File: config.mk
export PLATFORM = sky130hd
export DESIGN_NAME = multi_servo_pwm
export DESIGN_NICKNAME = d
export VERILOG_FILES = /design/src/rtl/multi_servo_pwm.sv
export SDC_FILE = /design/constraint.sdc
export NUM_CORES = 1
export LEC_CHECK = 0
export ABC_AREA = 1
export CAP_MARGIN = 20
export CORE_ASPECT_RATIO = 0.8
export CORE_MARGIN = 3
export CORE_UTILIZATION = 65
export DETAILED_ROUTE_END_ITERATION = 10
export PLACE_DENSITY = 0.83
export SYNTH_ARGS = -nofsm -noshare
export SYNTH_HDL_FRONTEND = slang
export SYNTH_SLANG_ARGS = --single-unit
File: constraint.sdc
create_clock -name Main_clock -period 10.2 [get_ports Main_clock]
set_clock_uncertainty 0.2 [all_clocks]
set_input_delay 1.02 -clock Main_clock [delete_from_list [all_inputs] [get_ports Main_clock]]
set_output_delay 1.02 -clock Main_clock [all_outputs]
set_load 0.03 [all_outputs]
File: src/rtl/multi_servo_pwm.sv
// Multi-channel hobby-servo PWM generator.
// One shared frame counter drives CHANNELS registered pulse outputs. Position codes
// are written into shadow registers and committed to the active set at the frame
// boundary, so a pulse width never changes inside a frame.
// Optional feature macro: SERVO_SLEW_EN -- limits the per-frame change of each
// active position to SLEW_STEP codes.
module multi_servo_pwm #(
  parameter int unsigned CLK_HZ    = 50_000_000,
  parameter int unsigned CHANNELS  = 4,
  parameter int unsigned POS_W     = 8,
  parameter int unsigned PERIOD_US = 20000,
  parameter int unsigned MIN_US    = 500,
  parameter int unsigned MAX_US    = 2500,
  parameter int unsigned SLEW_STEP = 4,
  localparam int unsigned CH_W     = (CHANNELS > 1) ? $clog2(CHANNELS) : 1
) (
  input  logic                Main_clock,
  input  logic                reset,
  input  logic                enable,
  input  logic                wr_en,
  input  logic [CH_W-1:0]     wr_ch,
  input  logic [POS_W-1:0]    wr_pos,
  output logic                wr_err,
  output logic                frame_start,
  output logic [CHANNELS-1:0] servo_pwm
);

  localparam int unsigned TPU          = CLK_HZ / 1_000_000;
  localparam int unsigned PERIOD_TICKS = PERIOD_US * TPU;
  localparam int unsigned MIN_TICKS    = MIN_US * TPU;
  localparam int unsigned POS_MAX      = (1 << POS_W) - 1;
  localparam int unsigned STEP         = ((MAX_US - MIN_US) * TPU) / POS_MAX;
  localparam int unsigned MAX_ON       = MIN_TICKS + POS_MAX * STEP;
  localparam int unsigned CNT_W        = $clog2(PERIOD_TICKS);
  localparam int unsigned ON_W         = $clog2(MAX_ON + 1);
  localparam int unsigned CMP_W        = (CNT_W > ON_W) ? CNT_W : ON_W;

  localparam logic [CNT_W-1:0] CNT_LAST = CNT_W'(PERIOD_TICKS - 1);
  localparam logic [POS_W-1:0] CENTRE   = POS_W'(1 << (POS_W - 1));
  localparam logic [CH_W:0]    CH_LIM   = (CH_W + 1)'(CHANNELS);

  // Elaboration-time parameter sanity checks
  if (CLK_HZ % 1_000_000 != 0 || TPU == 0) begin : g_bad_clk
    $error("multi_servo_pwm: CLK_HZ must be a non-zero multiple of 1 MHz");
  end
  if (CHANNELS < 1 || CHANNELS > 16) begin : g_bad_ch
    $error("multi_servo_pwm: CHANNELS must be 1..16");
  end
  if (SLEW_STEP < 1 || SLEW_STEP > POS_MAX) begin : g_bad_slew
    $error("multi_servo_pwm: SLEW_STEP must be 1..2**POS_W-1");
  end

  logic [CNT_W-1:0] cnt;
  logic             restart_q;
  logic [POS_W-1:0] shadow_pos  [CHANNELS];
  logic [POS_W-1:0] active_pos  [CHANNELS];
  logic [POS_W-1:0] next_active [CHANNELS];
  logic [ON_W-1:0]  on_ticks    [CHANNELS];
  logic             commit_c;
  logic             wr_valid_c;

  // Commit on the last tick of a frame, or on the first enabled tick after reset/disable
  assign commit_c   = enable & (restart_q | (cnt == CNT_LAST));
  assign wr_valid_c = ({1'b0, wr_ch} < CH_LIM);

`ifdef SERVO_SLEW_EN
  localparam logic [POS_W-1:0] SLEW_P = POS_W'(SLEW_STEP);

  // Move each active position toward its shadow by at most SLEW_P, landing exactly
  always_comb begin
    for (int i = 0; i < CHANNELS; i++) begin
      next_active[i] = shadow_pos[i];
      if (shadow_pos[i] > active_pos[i]) begin
        if ((shadow_pos[i] - active_pos[i]) > SLEW_P) begin
          next_active[i] = active_pos[i] + SLEW_P;
        end
      end else begin
        if ((active_pos[i] - shadow_pos[i]) > SLEW_P) begin
          next_active[i] = active_pos[i] - SLEW_P;
        end
      end
    end
  end
`else
  // Commit takes the shadow value directly
  always_comb begin
    for (int i = 0; i < CHANNELS; i++) begin
      next_active[i] = shadow_pos[i];
    end
  end
`endif

  // Linear position-to-width mapping; ON_W is sized for the full-scale code
  always_comb begin
    for (int i = 0; i < CHANNELS; i++) begin
      on_ticks[i] = ON_W'(MIN_TICKS) + ON_W'(active_pos[i]) * ON_W'(STEP);
    end
  end

  // Frame counter, frame/write status pulses and pulse outputs
  always_ff @(posedge Main_clock) begin
    if (reset) begin
      cnt         <= '0;
      restart_q   <= 1'b1;
      frame_start <= 1'b0;
      wr_err      <= 1'b0;
      servo_pwm   <= '0;
    end else begin
      wr_err      <= wr_en & ~wr_valid_c;
      frame_start <= enable & (cnt == '0);
      if (enable) begin
        cnt       <= (cnt == CNT_LAST) ? '0 : cnt + CNT_W'(1);
        restart_q <= 1'b0;
      end else begin
        cnt       <= '0;
        restart_q <= 1'b1;
      end
      for (int i = 0; i < CHANNELS; i++) begin
        servo_pwm[i] <= enable & (CMP_W'(cnt) < CMP_W'(on_ticks[i]));
      end
    end
  end

  // Shadow writes and frame-boundary commit into the active set
  always_ff @(posedge Main_clock) begin
    if (reset) begin
      for (int i = 0; i < CHANNELS; i++) begin
        shadow_pos[i] <= CENTRE;
        active_pos[i] <= CENTRE;
      end
    end else begin
      for (int i = 0; i < CHANNELS; i++) begin
        if (wr_en && wr_valid_c && (wr_ch == CH_W'(i))) begin
          shadow_pos[i] <= wr_pos;
        end
        if (commit_c) begin
          active_pos[i] <= next_active[i];
        end
      end
    end
  end

endmodule
==> results.md, run 1 <==
* # Post-CTS Setup Buffers at 0
* Fill count at 922
* Die width at 135 um
* Avg Inst Size Synth at 8.40 um2
* GRT Total Usage at 25.7%
* DR pass1 iterations at 5
* Max Cap Violations at 0
* DRC viols at 0
* Synth Flop Type: edfxtp_1
* Root buffer cell: clkbuf_16
* Cell area after layout at 9230 um2
* Share of cells above drive strength 1 at 5.78%
* Ys async rst share at 0%
* Largest cells by area after synthesis: ha_1 (27%), edfxtp_1 (22%), nand2_1 (9.3%)
* Distinct cell type count of the synthesized netlist at 37
* Achievable Freq at 241 MHz
* Post-Syn Instances at 1024
* Final Net Count at 1257
* First-pass GRT wire length at 29900 um
* Leakage at 4.66 nW
* Leading area contributor after synthesis: ha_1
* DR vias/cell at 5.50
* Worst setup SP type: flop
* Synth Register Bits at 90
* Mapped Nets at 1231
* Hold Buf Count CTS at 0
* Power, Total at 1.13 mW
* Num CTS Buffers at 9
* Gates resized, CTS repair at 0
* Post-Syn Area at 8600 um2
* N_diodes at 0
* Final WL at 17800 um
* Clk_lat worst skew at 350 ps
* Pwr dens at 122 nW/um2
* Final worst path period share at 40.7%
* Multi-input logic area at 5590 um2
* # setup viols final at 0
* Type of the tightest min-delay check: reg -> reg
* Unrepaired setup endpoints after global routing: no
* WL per Instance at 14.5 um
* CTS sink cnt at 90
* Effective utilization at floorplan at 68.4%
* Critical Path Fanout Max at 4
* Post-synth EDFFs at 64
* CTS Buffer Depth at 2
* GR Overflow Total at 0
* IO Count at 20
* DP Area at 8930 um2
* Post-synth top cells: nand2_1 (213), ha_1 (185), inv_1 (129)
* Post-synthesis sequential area ratio at 28.4%
* Initial antenna violation count at 0
* Detailed Place HPWL at 13700 um
* Slew Limit Headroom at 36.3%
* Buffers on Ports at 18
* Floorplan core area at 12600 um2
* Hold WS at 264 ps
* Via count at 6749
* Number of global-route vias before repair at 6365
* Worst-path clk slew at 70 ps
* CTS tree: built
* Row cnt at 36
* Die height at 109 um
* Crit path DAT at 4190 ps
* Top-count cell post-synth: nand2_1
* Top cell type's share of synthesized area at 26.9%
* Fin. max-slew vios at 0
* Synthesis-to-finish area growth at 7.29%
* Largest net degree at the start of global routing at 29
* H-tree levels at 3
* Peak supply drop at 111 uV
* Crit Path Category: reg -> reg
* Crit path capture type: flop
* Status: finished, final reports clean
* DIE AREA at 14700 um2
* Worst slew pin tran at 948 ps
* Final Hold Fails at 0
* First-iteration detailed-routing DRC count at 532
* Synth warn at 0
* Post-route ant nets at 0
* Placer Congestion at 0.869
* Fin crit period at 4160 ps
* Setup TNS at 0 ps
* Register area at 2440 um2
* Critical Path RT at 10230 ps
-- registers in the layout, indices dropped and copies added, names as in the netlist --
| signal | count |
|---|---|
| shadow_pos | 32 |
| active_pos | 32 |
| cnt | 20 |
| frame_start | 1 |
| restart_q | 1 |
| servo_pwm | 4 |
-- per-layer routing --
| metal | global-route usage (%) | share of wire [%] |
|---|---|---|
| met1 | 34.7 | 47 |
| met2 | 42.3 | 45 |
| met3 | 5.07 | 5.9 |
| met4 | 7.41 | 2.4 |
| met5 | 0 | 0 |
-- where the power goes --
part / internal [mW] / total, mW / leakage, nW / switching (mW)
Clock: 0.169 / 0.318 / 0.133 / 0.150
Sequential: 0.412 / 0.426 / 0.873 / 0.0139
Combinational: 0.159 / 0.381 / 3.65 / 0.222
Total: 0.739 / 1.13 / 4.66 / 0.386
-- worst paths after layout --
kind	cells after the start	slack (ps)	start	to
min reg2reg	1	260	cnt[0]	cnt[0]
max reg2reg	21	6040	active_pos[3][2]	servo_pwm[3]
min	1	260	cnt[0]	cnt[0]
max	21	6040	active_pos[3][2]	servo_pwm[3]
-- area by class of cell --
cell class	count	share of cell area [%]
Clock buffer	10	2.48
Multi-Input combinational cell	793	60.5
Timing Repair Buffer	22	2.22
Inverter	134	5.45
Tap cell	171	2.32
Sequential cell	90	26.5
Clock inverter	6	0.529
-- cells by family (layout without fill, tap and decap cells) --
logic type,count (synthesis),count (layout),share of synthesized area [%]
buffers and inverters,141,172,6.66
other,1,1,0.0436
DFF,90,90,28.4
adders and majority gates,193,193,28.8
xor gates and xnor gates,56,56,5.70
and+or+nand+nor,461,461,25.1
AOI/OAI and AO/OA,82,82,5.32
-- cells in the final DEF (no fill, tap or decap), types with 8 or more instances in the layout --
master,count
a21oi_1,53
clkbuf_16,9
clkdlybuf4s50_1,18
dfxtp_1,26
edfxtp_1,64
fa_1,8
ha_1,185
inv_1,129
nand2_1,213
nand3_1,63
nand3b_1,9
nand4_1,12
nor2_1,101
nor2_4,21
nor3_1,19
or2_2,9
xnor2_1,37
xor2_1,19
-- metrics by stage --
| step | cells | util [%] | setup slack, ps |
|---|---|---|---|
| 2_1_floorplan | 1024 | - | 6350 |
| 3_3_place_gp | 1207 | 71.1 | 6160 |
| 3_5_place_dp | 1207 | 71.1 | 6060 |
| 4_1_cts | 1223 | 73.3 | 6030 |
| 5_1_grt | 1226 | 73.4 | 5680 |
| 6_report | 1226 | 73.4 | 6040 |
-- worst max-delay path, stage by stage (launching register included) --
cell and delay [ps]:
edfxtp_1 440, inv_1 130, ha_1 260, xnor2_1 140, ha_1 280, ha_1 300
ha_1 230, fa_1 410, xor2_1 230, nand3_1 100, nor2_1 160, nand2_1 90
nand3_1 110, nand2_1 60, nand2_1 50, nand2_1 50, ha_1 260, nand2_1 60
nor3_1 250, nand3b_1 110, nand4_1 100, nor2_1 40
Note: power is estimated with default switching activity, not from simulation.
==> run 2, diff against run 1 <==
--- a/config.mk
+++ b/config.mk
@@ -9,9 +9,9 @@
 export CAP_MARGIN = 20
 export CORE_ASPECT_RATIO = 0.8
 export CORE_MARGIN = 3
-export CORE_UTILIZATION = 65
+export CORE_UTILIZATION = 64
 export DETAILED_ROUTE_END_ITERATION = 10
-export PLACE_DENSITY = 0.83
+export PLACE_DENSITY = 0.82
 export SYNTH_ARGS = -nofsm -noshare
 export SYNTH_HDL_FRONTEND = slang
 export SYNTH_SLANG_ARGS = --single-unit
==> constraint.sdc (replaced) <==
create_clock -name Main_clock -period 3.95 [get_ports Main_clock]
set_clock_uncertainty 0.2 [all_clocks]
set_input_delay 0.395 -clock Main_clock [delete_from_list [all_inputs] [get_ports Main_clock]]
set_output_delay 0.395 -clock Main_clock [all_outputs]
set_load 0.03 [all_outputs]
==> run 2 against run 1 <==
The run now ends with setup timing left. Register-to-register slack got worse by 6100 ps. Non-clock buffer count rose by 30. Count of clock-buffer cells in the layout stayed put. Largest cell class unchanged. Final cell count rose by 2.8%. Total power grew to 2.8 times the previous value. Design area increased by 8.1%. Via count up 6.6%. Routed wire length increased by 14%. Sequential power rose to 2.6 times the previous value. Critical path depth down 2. Global-route usage down 0.15 points. Die area up 1.5%.
==> results.md, run 2 (synthesis results as in run 1) <==
* Final Net Count at 1287 (+2.4%)
* Hold WS at 310 ps (+46.2 ps)
* DP Area at 9090 um2 (+1.8%)
* Setup crit end: servo_pwm[1]
* Unrepaired setup endpoints after global routing: yes
* Critical Path Fanout Max at 4 (unchanged)
* Die height at 110 um (+0.73%)
* Final worst path period share at 101% (+60 points)
* H-tree levels at 3 (unchanged)
* Failing checks: setup timing
* Placed cell count at 1232 (+2.1%)
* Worst setup SP type: flop
* Leakage at 4.82 nW (+3.6%)
* Crit path DAT at 4050 ps (-140 ps)
* N_diodes at 0 (unchanged)
* Worst slew pin tran at 1060 ps (+114 ps)
* Achievable Freq at 252 MHz (+4.6%)
* Placer Congestion at 0.869 (about the same)
* Commonest non-fill, non-tap cells in the layout: nand2_1 (202), ha_1 (160), inv_1 (125)
* Die width at 136 um (+0.75%)
* CTS sink cnt at 90 (unchanged)
* First-iteration detailed-routing DRC count at 698 (+31%)
* Final WL at 20300 um (+14%)
* R2R depth at 19 (-9.5%)
* Cell area after layout at 9970 um2 (+8.1%)
* Detailed Place HPWL at 14200 um (+3.9%)
* Largest net degree at the start of global routing at 29 (unchanged)
* Max Cap Violations at 0 (unchanged)
* HP Start: shadow_pos[3][7]
* First-pass GRT wire length at 30200 um (+0.73%)
* Initial antenna violation count at 0 (unchanged)
* Final Hold Fails at 0 (unchanged)
* DIE AREA at 14900 um2 (+1.5%)
* WL per Instance at 16.1 um (+11%)
* Top Registers: active_pos x32, shadow_pos x32, cnt x20
* Worst r2r src: active_pos[1][1]
* Pwr dens at 316 nW/um2 (+160%)
* Crit Path Category: reg -> reg
* Fin. max-slew vios at 0 (unchanged)
* DR vias/cell at 5.71 (+3.7%)
* Final Worst Setup Slack at -21.6 ps (-6070 ps)
* Num CTS Buffers at 9 (unchanged)
* Post-route ant nets at 0 (unchanged)
* Most common cell after layout, fill and taps aside: nand2_1
* Slew Limit Headroom at 28.5% (-7.9 points)
* Floorplan core area at 13000 um2 (+3.5%)
* R2r endpoint: servo_pwm[1]
* Peak supply drop at 270 uV (+140%)
* IO Count at 20 (unchanged)
* CTS tree: built
* Worst-path clk slew at 70 ps (about the same)
* Number of global-route vias before repair at 6590 (+3.5%)
* Reg2Reg Setup Slack at -20 ps (-6070 ps)
* GR Overflow Total at 0 (unchanged)
* Root buffer cell: clkbuf_16
* DR pass1 iterations at 8 (+3)
* Crit path capture type: flop
* DRC viols at 0 (unchanged)
* Effective utilization at floorplan at 66.1% (-2.3 points)
* Clk_lat worst skew at 340 ps (about the same)
* Critical Path RT at 4030 ps (-6200 ps)
* Type of the tightest min-delay check: reg -> reg
* Status: finished with violations
* # setup viols final at 1 (+1)
* Hold Buf Count CTS at 0 (unchanged)
* Share of cells above drive strength 1 at 15.5% (+9.7 points)
* CP Launch Point: active_pos[1][1]
* Buffers on Ports at 18 (unchanged)
* Row cnt at 37 (+2.8%)
* CTS Buffer Depth at 2 (unchanged)
* GRT Total Usage at 25.5% (-0.15 points)
* Synthesis-to-finish area growth at 15.9%
* Final Non-Filler Cells at 1260 (+2.8%)
* Fin crit period at 3970 ps (-185 ps)
* Via count at 7195 (+6.6%)
run 2: worst max-delay path, cell delays in order, from the launching register on:
cell and delay, ps:
edfxtp_1 500, buf_6 170, ha_4 150, fa_1 560
ha_4 230, ha_1 290, nand3_1 120, nand2_1 140
nand2_1 90, nand2_1 90, nand2_1 80, nand2_1 150
nand3_2 90, xor2_1 170, ha_1 330, nand2_2 90
nor2_1 50, a211oi_2 180, nand2_1 80, a21oi_2 130
run 2: repair_timing:
item	in CTS	in global routing
endpoints found under the setup margin	4	4
resized for setup	14	75
cloned	0	0
pin swaps	2	48
buffers inserted	3	7
run 2: worst min path at each step:
stage,cells after the start,slack [ps],end
global route,1,340,cnt[0]
global placement,1,240,cnt[0]
detailed placement,2,270,cnt[19]
finish,1,310,active_pos[3][7]
floorplan,1,230,cnt[0]
CTS,1,310,active_pos[3][7]
run 2: where the power goes:
group | internal (mW) | switching (mW) | leakage (nW)
registers | 1.06 | 0.0304 | 0.873
clock network | 0.442 | 0.388 | 0.138
logic | 0.539 | 0.687 | 3.81
total | 2.04 | 1.11 | 4.82
run 2: through the flow:
step | power (mW) | util, % | setup slack, ps | setup TNS, ps
2_1_floorplan | 1.89 | - | 102 | 0
3_3_place_gp | 2.08 | 69.9 | 1.20 | 0
3_5_place_dp | 2.12 | 69.9 | -151 | -338
4_1_cts | 2.97 | 72.8 | -21.5 | -21.5
5_1_grt | 3.33 | 76.6 | -268 | -735
6_report | 3.15 | 76.6 | -21.6 | -21.6
run 2: routing by layer:
| metal | part of all wire [%] | global-route usage, % | vias to the layer above |
|---|---|---|---|
| met5 | 0 | 0 | - |
| met4 | 2.3 | 6.76 | 0 |
| met3 | 6.8 | 3.98 | 55 |
| met2 | 47 | 42.4 | 280 |
| met1 | 44 | 35.2 | 3330 |
| li1 | - | - | 3530 |
run 2: final cells by class:
type / count / area (um2)
clock inverters: 6 / 56.3
flip-flops and latches: 90 / 2440
repair buffers: 52 / 434
multi-input cells: 793 / 6090
clock buffers: 10 / 229
fillers: 875 / 3040
well taps: 175 / 219
inverters: 134 / 503
